**src/rtl/multi_operand_adder.sv**
```systemverilog
// multi_operand_adder
// Sums OPERANDS unsigned WIDTH-bit operands, accepted one per valid/ready
// handshake, into an exact WIDTH+CW-bit accumulator. The finished sum is
// presented on result/carry with out_valid until the consumer takes it.
//
// Optional feature: define MULTI_OPERAND_ADDER_CLEAR_EN to add the 'clear'
// input, which aborts a partially accumulated transaction.
module multi_operand_adder #(
  parameter int WIDTH    = 3,
  parameter int OPERANDS = 3,
  localparam int CW      = $clog2(OPERANDS),
  localparam int CNTW    = $clog2(OPERANDS + 1)
) (
  input  logic             clk,
  input  logic             rst,
`ifdef MULTI_OPERAND_ADDER_CLEAR_EN
  input  logic             clear,
`endif
  input  logic             in_valid,
  output logic             in_ready,
  input  logic [WIDTH-1:0] operand,
  output logic             out_valid,
  input  logic             out_ready,
  output logic [WIDTH-1:0] result,
  output logic [CW-1:0]    carry,
  output logic [CNTW-1:0]  count
);

  localparam int AW = WIDTH + CW;

  typedef enum logic [1:0] {
    IDLE = 2'd0,
    ACC  = 2'd1,
    DONE = 2'd2
  } state_t;

  state_t          state_q, state_d;
  logic [AW-1:0]   acc_q, acc_d;
  logic [CNTW-1:0] count_q, count_d;
  logic            accept;
  logic            clear_hit;

  // Handshake flags depend on state alone, so the consumer never sees a
  // combinational path from its own inputs back to in_ready/out_valid.
  assign in_ready  = (state_q != DONE);
  assign out_valid = (state_q == DONE);
  assign accept    = in_valid && in_ready;

  // The accumulator is zero in IDLE, so result/carry read 0 there for free.
  assign result = acc_q[WIDTH-1:0];
  assign carry  = acc_q[AW-1:WIDTH];
  assign count  = count_q;

`ifdef MULTI_OPERAND_ADDER_CLEAR_EN
  // Abort only matters mid-transaction; IDLE has nothing to drop and DONE
  // owns a finished sum that must still be delivered.
  assign clear_hit = clear && (state_q == ACC);
`else
  assign clear_hit = 1'b0;
`endif

  // Next-state, accumulator and count update.
  always_comb begin
    // NOTE: every variable gets a default first so no path leaves it
    // unassigned; otherwise synthesis infers a latch to hold the old value.
    state_d = state_q;
    acc_d   = acc_q;
    count_d = count_q;
    unique case (state_q)
      IDLE, ACC: begin
        if (clear_hit) begin
          state_d = IDLE;
          acc_d   = '0;
          count_d = '0;
        end else if (accept) begin
          // Zero-extend to AW bits; AW is sized so the full sum never wraps.
          acc_d   = acc_q + AW'(operand);
          count_d = count_q + CNTW'(1);
          state_d = (count_q == CNTW'(OPERANDS - 1)) ? DONE : ACC;
        end
      end
      DONE: begin
        // out_valid is 1 throughout DONE, so out_ready alone completes it.
        if (out_ready) begin
          state_d = IDLE;
          acc_d   = '0;
          count_d = '0;
        end
      end
      default: begin
        state_d = IDLE;
        acc_d   = '0;
        count_d = '0;
      end
    endcase
  end

  // State registers with synchronous reset taking priority over everything.
  always_ff @(posedge clk) begin
    // NOTE: sequential state uses non-blocking assignments so every register
    // samples pre-edge values and simulation matches the synthesized flops.
    if (rst) begin
      state_q <= IDLE;
      acc_q   <= '0;
      count_q <= '0;
    end else begin
      state_q <= state_d;
      acc_q   <= acc_d;
      count_q <= count_d;
    end
  end

endmodule

```
**config.mk**
```make
export PLATFORM = sky130hd
export DESIGN_NAME = multi_operand_adder
export DESIGN_NICKNAME = d
export VERILOG_FILES = /design/src/rtl/multi_operand_adder.sv
export SDC_FILE = /design/constraint.sdc
export NUM_CORES = 1
export LEC_CHECK = 0
export ABC_AREA = 1
export CAP_MARGIN = 20
export CORE_MARGIN = 1.5
export CORE_UTILIZATION = 35
export DETAILED_ROUTE_END_ITERATION = 8
export DONT_BUFFER_PORTS = 1
export GPL_ROUTABILITY_DRIVEN = 1
export GPL_TIMING_DRIVEN = 0
export PLACE_DENSITY = 0.56
export SYNTH_ARGS = -nofsm -noshare
export SYNTH_HDL_FRONTEND = slang
export SYNTH_SLANG_ARGS = --single-unit
```
**constraint.sdc**
```tcl
create_clock -name clk -period 2.4 [get_ports clk]
set_input_delay 0.12 -clock clk [delete_from_list [all_inputs] [get_ports clk]]
set_output_delay 0.12 -clock clk [all_outputs]
set_load 0.02 [all_outputs]
```
==> impl_metrics.toml <==
[drt]
highest_layer = "met4"
m1WireLength_um = 437
wl_per_cell_um = 10.4
wl_um = 947
ant_nets = 0
via_per_inst = 4.78
wl_met3_um = 64
dr_wl_met2_um = 401
vias = 435
drt-initial-drc-count = 3
route.detailed.drc = 0
drt-pass1-iter-count = 3

[yosys]
ys_types = 16
ys_seq_area_frac = 0.346
synth_simple_gate_area_frac = 0.349
synthMuxAreaShare = 0
ys_ff_latch = 9
syn_area_um2 = 520
synthXorXnorAreaFrac = 0
synth_top_family_by_area = "simple AND/OR/NAND/NOR gates"
syn_inst = 71
synthesis.nets = 83
ys_warn_count = 0
synthAdderAreaFrac = 0.135
synth-compound-area-share = 0.0938
syn_avg_cell_area_um2 = 7.33

[grt]
grt_overflow = 0
grt_pass1_wl_mm = 1.73
antenna_found_initial = 0
grt_usage = 0.133
grt_pass1_vias = 410
grt_max_degree = 10

[clock_tree]
cts_hold_buf = 1
cts_max_path_buffers = 2
clk_latency_ps = 260
cts_tree = "yes"
cts_root_buf = "clkbuf_4"
postCtsResizedCells = 0
numCtsBuffers = 3
htree_levels = 1
clk_pin_slew_ps = 60
post-cts-setup-buffers = 0
clock-sinks = 9

[min_path]
hp-class = "in -> reg"
min_path_cells = 2

[run]
cap_violations = 0

[sta]
tightest_slew_ps = 425
layout_min_cycle_time_ps = 1640
finalSetupViolations = 0
slew_headroom = 0.716
rsz0062_at_grt = "false"
slew_violations = 0
clock_skew_ps = 0.646
finalCritPeriodShare = 0.681
fmax_mhz = 611
fin_ws_ps = 765
tns_ps = 0
hold_violations = 0

[die]
start_util = 0.386
die_h_um = 41.6
die_area_um2 = 1730
ioPinCount = 16
row_count = 13
core_area_um2 = 1350
dieWidth_um = 41.6

[setup_path]
cp_data_required_time_ps = 2560
start_kind = "register"
cp-end-kind = "register"
r2r_cells = 7
crit_arrival_ps = 1800
critical_path_class = "reg -> reg"
crit_fanout = 3

[placed_design]
port_buffers = 0
dp.final_hpwl_um = 724
gp_congestion = 0.734
dp_slack_ps = 771

[layout]
finalNetCount = 89
area_growth_pct = 10.6
drive_gt1_frac = 0.171
n_antenna_cell = 0

[power_and_ir_drop]
leakagePower_nw = 0.273
ir_worst_vdd_mv = 0.317
power_density_nw_per_um2 = 650

[outcome]
status = "complete, no violations"
[cell families (layout without fill, tap and decap cells)]
family / after synthesis / count (layout)
AND/OR/NAND/NOR: 38 / 38
adder cells (fa/ha/maj): 5 / 5
buffers and inverters: 10 / 15
AO/OA/AOI/OAI: 9 / 9
flip-flops: 9 / 9
[state kept, by name, indices dropped and copies added (netlist names)]
| signal | cells |
|---|---|
| acc_q | 5 |
| state_q | 2 |
| count | 2 |
[critical path, stage by stage (launching register included)]
cell and delay (ps):
dfxtp_1 380, ha_1 240, fa_1 410, or2_2 290, nand3_1 70, nand2_1 50
nand2_1 50, nor2_1 30
[power by group]
group	internal, mW	switching (mW)
clock	0.0642	0.0542
sequential	0.162	0.0247
combinational	0.0296	0.0395
total	0.256	0.118
[Yosys cell counts]
library cell / number / share of area
nand2_1: 18 / 0.13
dfxtp_1: 9 / 0.35
nor2_1: 9 / 0.065
inv_1: 6 / 0.043
a21oi_1: 5 / 0.048
nand3_1: 5 / 0.048
ha_1: 4 / 0.096
inv_2: 3 / 0.022
o21ai_1: 3 / 0.029
nand2_4: 2 / 0.043
nand3_2: 2 / 0.038
a21oi_2: 1 / 0.017
fa_1: 1 / 0.038
inv_4: 1 / 0.012
nand4_1: 1 / 0.012
or2_2: 1 / 0.012
[final timing paths]
check | slack (ps) | endpoint | from
max reg2reg | 760 | acc_q[2] | acc_q[0]
max | 760 | acc_q[2] | acc_q[0]
min reg2reg | 460 | state_q[0] | state_q[0]
min | 30 | state_q[1] | in_valid
[cell usage in the layout, fill, tap and decap left out, drive strengths merged]
cell type / Yosys / routed
dfxtp: 9 / 9
a21oi: 6 / 6
o21ai: 3 / 3
nand3: 7 / 7
inv: 10 / 10
clkbuf: 0 / 4
fa: 1 / 1
nand4: 1 / 1
dlygate4sd3: 0 / 1
nor2: 9 / 9
ha: 4 / 4
or2: 1 / 1
nand2: 20 / 20
[metal layers]
metal / vias up / track usage
li1: 237 / -
met1: 182 / 0.158
met2: 11 / 0.181
met3: 5 / 0.0522
met4: 0 / 0.116
met5: - / 0
[cell type report]
class                           count  area (um^2)
Clock buffer                        4         26.3
Timing Repair Buffer                1         10.0
Multi-Input combinational cell     52          300
Sequential cell                     9          180
Tap cell                           15         18.8
Inverter                           10         40.0
Fill cell                         140          774
[through the flow]
stage                     hold WS, ps  utilization  cell area (um^2)  std cells  total power [mW]
after floorplan                   182            -               520         71             0.245
after global placement            186        0.399               539         86             0.257
after detailed placement          186        0.399               539         86             0.258
after CTS                        24.5        0.426               576         91             0.381
after global routing             22.2        0.426               576         91             0.404
final                            30.6        0.426               576         91             0.374
Power figures use the tool's default switching activity.
